<file path="config.mk">
export PLATFORM = sky130hd
export DESIGN_NAME = updown_mod_counter
export DESIGN_NICKNAME = d
export VERILOG_FILES = /design/src/rtl/updown_mod_counter_pkg.sv /design/src/rtl/updown_mod_counter_step.sv /design/src/rtl/updown_mod_counter.sv
export SDC_FILE = /design/constraint.sdc
export NUM_CORES = 1
export LEC_CHECK = 0
export ABC_AREA = 1
export ABC_CLOCK_PERIOD_IN_PS = 800
export CAP_MARGIN = 20
export CORE_MARGIN = 3
export CORE_UTILIZATION = 37
export CTS_BUF_LIST = sky130_fd_sc_hd__clkbuf_4 sky130_fd_sc_hd__clkbuf_8
export CTS_CLUSTER_SIZE = 16
export DETAILED_ROUTE_END_ITERATION = 12
export GPL_ROUTABILITY_DRIVEN = 0
export GPL_TIMING_DRIVEN = 0
export PLACE_DENSITY = 0.71
export SYNTH_ARGS = -nofsm -noshare
export SYNTH_HDL_FRONTEND = slang
export SYNTH_SLANG_ARGS = --single-unit
</file>
<file path="constraint.sdc">
create_clock -name clk -period 0.8 [get_ports clk]
set_input_delay 0.16 -clock clk [delete_from_list [all_inputs] [get_ports clk]]
set_output_delay 0.16 -clock clk [all_outputs]
set_load 0.03 [all_outputs]
</file>
<file path="src/rtl/updown_mod_counter_pkg.sv">
// Shared types and default sizing for the up/down modulo counter.
package counter_pkg;

  typedef enum logic [1:0] {IDLE, RUN, HALT} cnt_state_e;

  localparam int unsigned DEFAULT_WIDTH     = 8;
  localparam int unsigned DEFAULT_MAX_COUNT = 9;

endpackage

</file>
<file path="src/rtl/updown_mod_counter_step.sv">
// Combinational next-count and wrap detection for one up/down step.
module counter_step
  import counter_pkg::*;
#(
  parameter int unsigned WIDTH = DEFAULT_WIDTH
) (
  input  logic [WIDTH-1:0] count,
  input  logic             up,
  input  logic [WIDTH-1:0] max_count,
  output logic [WIDTH-1:0] next,
  output logic             wrap
);

  always_comb begin
    wrap = up ? (count == max_count) : (count == '0);
    if (wrap) begin
      next = up ? '0 : max_count;
    end else begin
      next = up ? count + 1'b1 : count - 1'b1;
    end
  end

endmodule

</file>
<file path="src/rtl/updown_mod_counter.sv">
// Loadable up/down modulo counter with IDLE/RUN/HALT control, one-shot mode,
// terminal-count pulse and a saturating wrap tally.
module updown_mod_counter
  import counter_pkg::*;
#(
  parameter int unsigned WIDTH     = DEFAULT_WIDTH,
  parameter int unsigned MAX_COUNT = DEFAULT_MAX_COUNT,
  parameter bit          ONE_SHOT  = 1'b0,
  parameter int unsigned WRAP_W    = 4
) (
  input  logic              clk,
  input  logic              rst,
  input  logic              start,
  input  logic              stop,
  input  logic              en,
  input  logic              up,
  input  logic              load_valid,
  input  logic [WIDTH-1:0]  load_value,
  output logic              load_ready,
  output logic [WIDTH-1:0]  count,
  output logic              tc,
  output logic [WRAP_W-1:0] wraps,
  output logic              busy,
  output logic              done
);

  localparam logic [WIDTH-1:0] MAX_VAL = WIDTH'(MAX_COUNT);

  cnt_state_e       state;
  cnt_state_e       state_next;
  logic             rst_sync;
  logic             load_accept;
  logic             step_en;
  logic             wrap_event;
  logic [WIDTH-1:0] step_next;
  logic             step_wrap;
  logic [WIDTH-1:0] load_clamped;

  // Assertion is immediate; release reaches the core one clock later.
  always_ff @(posedge clk or negedge rst) begin
    if (!rst) begin
      rst_sync <= 1'b0;
    end else begin
      rst_sync <= 1'b1;
    end
  end

  counter_step #(.WIDTH(WIDTH)) u_step (
    .count     (count),
    .up        (up),
    .max_count (MAX_VAL),
    .next      (step_next),
    .wrap      (step_wrap)
  );

  assign load_accept  = load_valid && load_ready;
  assign step_en      = (state == RUN) && !stop && en;
  assign wrap_event   = step_en && step_wrap;
  assign load_clamped = (load_value > MAX_VAL) ? MAX_VAL : load_value;

  always_ff @(posedge clk or negedge rst_sync) begin
    if (!rst_sync) begin
      state <= IDLE;
    end else begin
      state <= state_next;
    end
  end

  always_comb begin
    state_next = state;
    if (load_accept) begin
      state_next = IDLE;
    end else begin
      case (state)
        IDLE: if (start && !stop) state_next = RUN;
        RUN: begin
          if (stop) begin
            state_next = IDLE;
          end else if (wrap_event && ONE_SHOT) begin
            state_next = HALT;
          end
        end
        HALT: begin
          if (stop) begin
            state_next = IDLE;
          end else if (start) begin
            state_next = RUN;
          end
        end
        default: state_next = IDLE;
      endcase
    end
  end

  always_comb begin
    busy       = (state == RUN);
    done       = (state == HALT);
    load_ready = (state != RUN);
  end

  // Loads are only accepted outside RUN, so they never collide with a step.
  always_ff @(posedge clk or negedge rst_sync) begin
    if (!rst_sync) begin
      count <= '0;
      tc    <= 1'b0;
      wraps <= '0;
    end else begin
      tc <= wrap_event;
      if (load_accept) begin
        count <= load_clamped;
        wraps <= '0;
      end else if (step_en) begin
        count <= step_next;
        if (step_wrap && (wraps != '1)) begin
          wraps <= wraps + 1'b1;
        end
      end
    end
  end

endmodule

</file>
==> results.md <==
Die:
- The overall die width is 61.87 um.
- The y dimension of the die is 61.87 um.
- Once the floorplan was initialized, standard cells occupied 40.48% of the core.
- The core region is 2853 um2.
- In this run the core area contains 19 standard-cell rows.
- The die footprint is 3828 um2.
- The top-level port count is 31.

Cells and area:
- After the flow finishes, the layout carries non-filler instances totaling 249.
- The number of antenna diodes in the final layout is 0.
- Compared with the post-synthesis result, the final layout area differs by 65.44%.
- The fraction of final layout cells with drive strength greater than 1 is 41.74%.
- The footprint of the flip-flops and latches is 389.1 um2.
- The layout filler cell count is 229.
- The final core utilization is 66.97%.
- The net count of the finished layout is 242.
- The total area of multi-input combinational cells is 855.8 um2.

Clock tree:
- TritonCTS built the clock tree.
- Clock-pin slew was measured on the worst setup and hold paths at 90 ps.
- The clock buffer count from CTS is 3.
- For this design, the sink count on the clock tree is 15.
- Clock tree synthesis selected as its root buffer the cell sky130_fd_sc_hd__clkbuf_4.
- The maximum level of the CTS H-tree is 1.
- The clock latency on the worst-skew pair is 280 ps.
- The number of buffers on the longest clock path is 2.

Timing:
- The hold violation total from the final report is 0.
- The final critical path takes up 172.1% of the cycle.
- Setup total negative slack on the finished layout was measured at -11330 ps.
- Static timing analysis puts the maximum clock frequency at 726.3 MHz.
- The number of max-slew violations in the final report is 0.
- Setup repair after global routing could not meet its margin everywhere.
- The final worst setup slack is -576.9 ps.
- After layout, the minimum clock period comes to 1377 ps.
- The count of final setup violators is 29.
- The worst hold-check slack is 161.6 ps.
- The clock arrives with 3.991 ps of skew.

Route:
- Using the TritonRoute via totals, the vias-per-cell ratio works out to 5.008.
- The first detailed-routing pass ran for 4 iterations.
- The routed wire length is 3.075 mm.
- The total via count after detailed routing is 1247.
- The first routing iteration left 38 violations.
- The number of remaining DRC errors is 0.
- Dividing the detail-routed wire length by the instance count gives 12.35 um.
- The count of nets left with antenna violations once routing finished came out at 0.

Worst setup path:
- The type of origin of the critical path is a flip-flop.
- STA classifies the critical path endpoint as a flip-flop.
- For the worst setup path, the data arrival time is 1560 ps.
- The largest fanout on the critical path is 5.
- The data required time at the worst endpoint is 980 ps.
- The start-to-end type of the worst setup path is reg -> reg.

Global route:
- Entering global routing, the biggest net connects 15 pins.
- The global route total overflow is 0.
- The number of global-route vias before repair is 1155.
- The wire length of the first global-routing pass is 4.836 mm.
- The all-layer global routing usage is 16.73%.
- The number of antenna violations at the first check in global routing is 0.

Power and ir drop:
- For this design the static power due to leakage is 0.0009453 uW.
- Across the VDD grid, the largest voltage drop is 1.131 mV.
- For this design the ratio of total power to cell area is 2039 nW/um2.
- The design draws 3896 uW.

Run status:
- The checks that failed: negative setup slack.
- The run finished, with violations left.

Synth:
- The proportion of synthesized chip area in sequential cells is 32.50%.
- The average footprint of a synthesized cell is 7.042 um2.
- When the netlist entered floorplanning its net count stood at 187.
- In this run, synthesis produced a sequential element count of 15.
- The synthesized netlist contains 24 unique library cells.
- Summing every instance area after synthesis gives 1155 um2.
- During synthesis, Yosys emitted a total of 0 warnings.
- The cell count after synthesis came out at 164.

Min path:
- The path category of the worst min-delay check is reg -> async.

Place:
- In this run the tool buffered the top-level ports with 29 buffer cells.
- Counting tap cells, the placed design contains a total of 224 instances.
- The wire-length estimate of the detail-placed layout is 2.166 mm.

Flow run:
- The max-capacitance violation count is 0.
[per-stage QoR]
stage               worst slack, ps  area [um2]
global route                 -672.5        1911
CTS                          -558.1        1812
finish                       -576.9        1911
detailed placement            -1383        1578
floorplan                    -545.6        1249
global placement              -1338        1578
[worst paths after layout]
check	startpoint	to	slack, ps	cells past startpoint
max reg2reg	count[2]	count[5]	-580	8
min	rst_sync	wraps[2]	160	0
min in group clk	up	count[7]	430	5
max in group asynchronous	rst	rst_sync	150	2
max	count[2]	count[5]	-580	8
min reg2reg	rst_sync	wraps[2]	160	0
[where the power goes]
| part | switching, uW | internal (uW) | total [uW] | leakage [uW] |
|---|---|---|---|---|
| Clock | 244 | 228 | 471 | 0.0000184 |
| Sequential | 204 | 904 | 1110 | 0.000182 |
| Combinational | 1180 | 1130 | 2320 | 0.000745 |
| Total | 1630 | 2270 | 3900 | 0.000945 |
[cell usage after synthesis (all sizes together)]
library cell | instances | area, um2
nand3 | 19 | 105.1
inv | 21 | 78.82
ha | 7 | 87.58
nand4 | 2 | 12.51
nand2 | 61 | 264.0
buf | 1 | 7.510
or2 | 1 | 8.760
nor2 | 17 | 82.58
fa | 1 | 20.02
nand3b | 2 | 15.01
xnor2 | 1 | 8.760
nor3 | 2 | 10.01
conb | 2 | 7.510
xor2 | 2 | 17.52
o21ai | 6 | 30.03
a21oi | 4 | 23.77
dfrtp | 15 | 375.4
[cell type report]
cell class | count | area share [%]
Buffer | 1 | 0.3929
Clock buffer | 4 | 1.572
Inverter | 21 | 4.715
Multi-Input combinational cell | 127 | 44.79
Sequential cell | 15 | 20.37
Tap cell | 31 | 2.030
Timing Repair Buffer | 50 | 26.13
[placed cells by master (no fill, tap or decap), types with 3 or more instances in the layout]
cell type / n
sky130_fd_sc_hd__nand2_1: 46
sky130_fd_sc_hd__o21ai_1: 3
sky130_fd_sc_hd__buf_6: 20
sky130_fd_sc_hd__nand3_1: 14
sky130_fd_sc_hd__inv_1: 17
sky130_fd_sc_hd__nor2_1: 12
sky130_fd_sc_hd__buf_4: 14
sky130_fd_sc_hd__nand3_2: 3
sky130_fd_sc_hd__nor2_2: 4
sky130_fd_sc_hd__ha_4: 6
sky130_fd_sc_hd__dfrtp_2: 11
sky130_fd_sc_hd__clkbuf_4: 4
sky130_fd_sc_hd__nand2_2: 10
sky130_fd_sc_hd__nand2_4: 4
sky130_fd_sc_hd__dfrtp_1: 4
sky130_fd_sc_hd__o21ai_0: 3
sky130_fd_sc_hd__clkdlybuf4s50_1: 13
[state kept, by name, summed over array words and instances, names as in the netlist]
| signal | flops |
|---|---|
| count | 8 |
| tc | 1 |
| wraps | 4 |
| rst_sync | 1 |
| state | 1 |
[what timing repair did]
item / CTS / global route
endpoints found under the hold margin: 1 / 0
endpoints found under the setup margin: 29 / 33
hold buffers: 1 / 0
setup buffers: 15 / 5
gates resized for setup: 119 / 16
pin swaps: 8 / 7
[routing by layer]
layer / share of wire, % / GRT usage [%] / routed length (um) / vias up
met5: 0 / 0 / 0 / -
met4: 0 / 0.9091 / 0 / 0
met3: 4.8 / 4.339 / 147 / 0
met2: 54 / 30.79 / 1651 / 29
met1: 41 / 20.51 / 1276 / 591
li1: - / - / - / 627
[critical path, cell delays in order, from the launching register on]
cell and delay (ps):
sky130_fd_sc_hd__dfrtp_2 450, sky130_fd_sc_hd__ha_4 320, sky130_fd_sc_hd__nand3_4 100, sky130_fd_sc_hd__nand3_4 100, sky130_fd_sc_hd__nand2_2 60, sky130_fd_sc_hd__nand2_2 70, sky130_fd_sc_hd__nand2_1 60, sky130_fd_sc_hd__nand3_1 60
sky130_fd_sc_hd__nand2_1 50
[cell families after synthesis]
family / share of synthesized area [%]
xor+xnor: 2.276
simple gates: 43.12
flops: 32.50
compound gates: 4.659
other cells: 0.6503
buf+inv: 7.475
fa+ha+maj: 9.317
No activity file was read; power rests on OpenSTA's default activity.
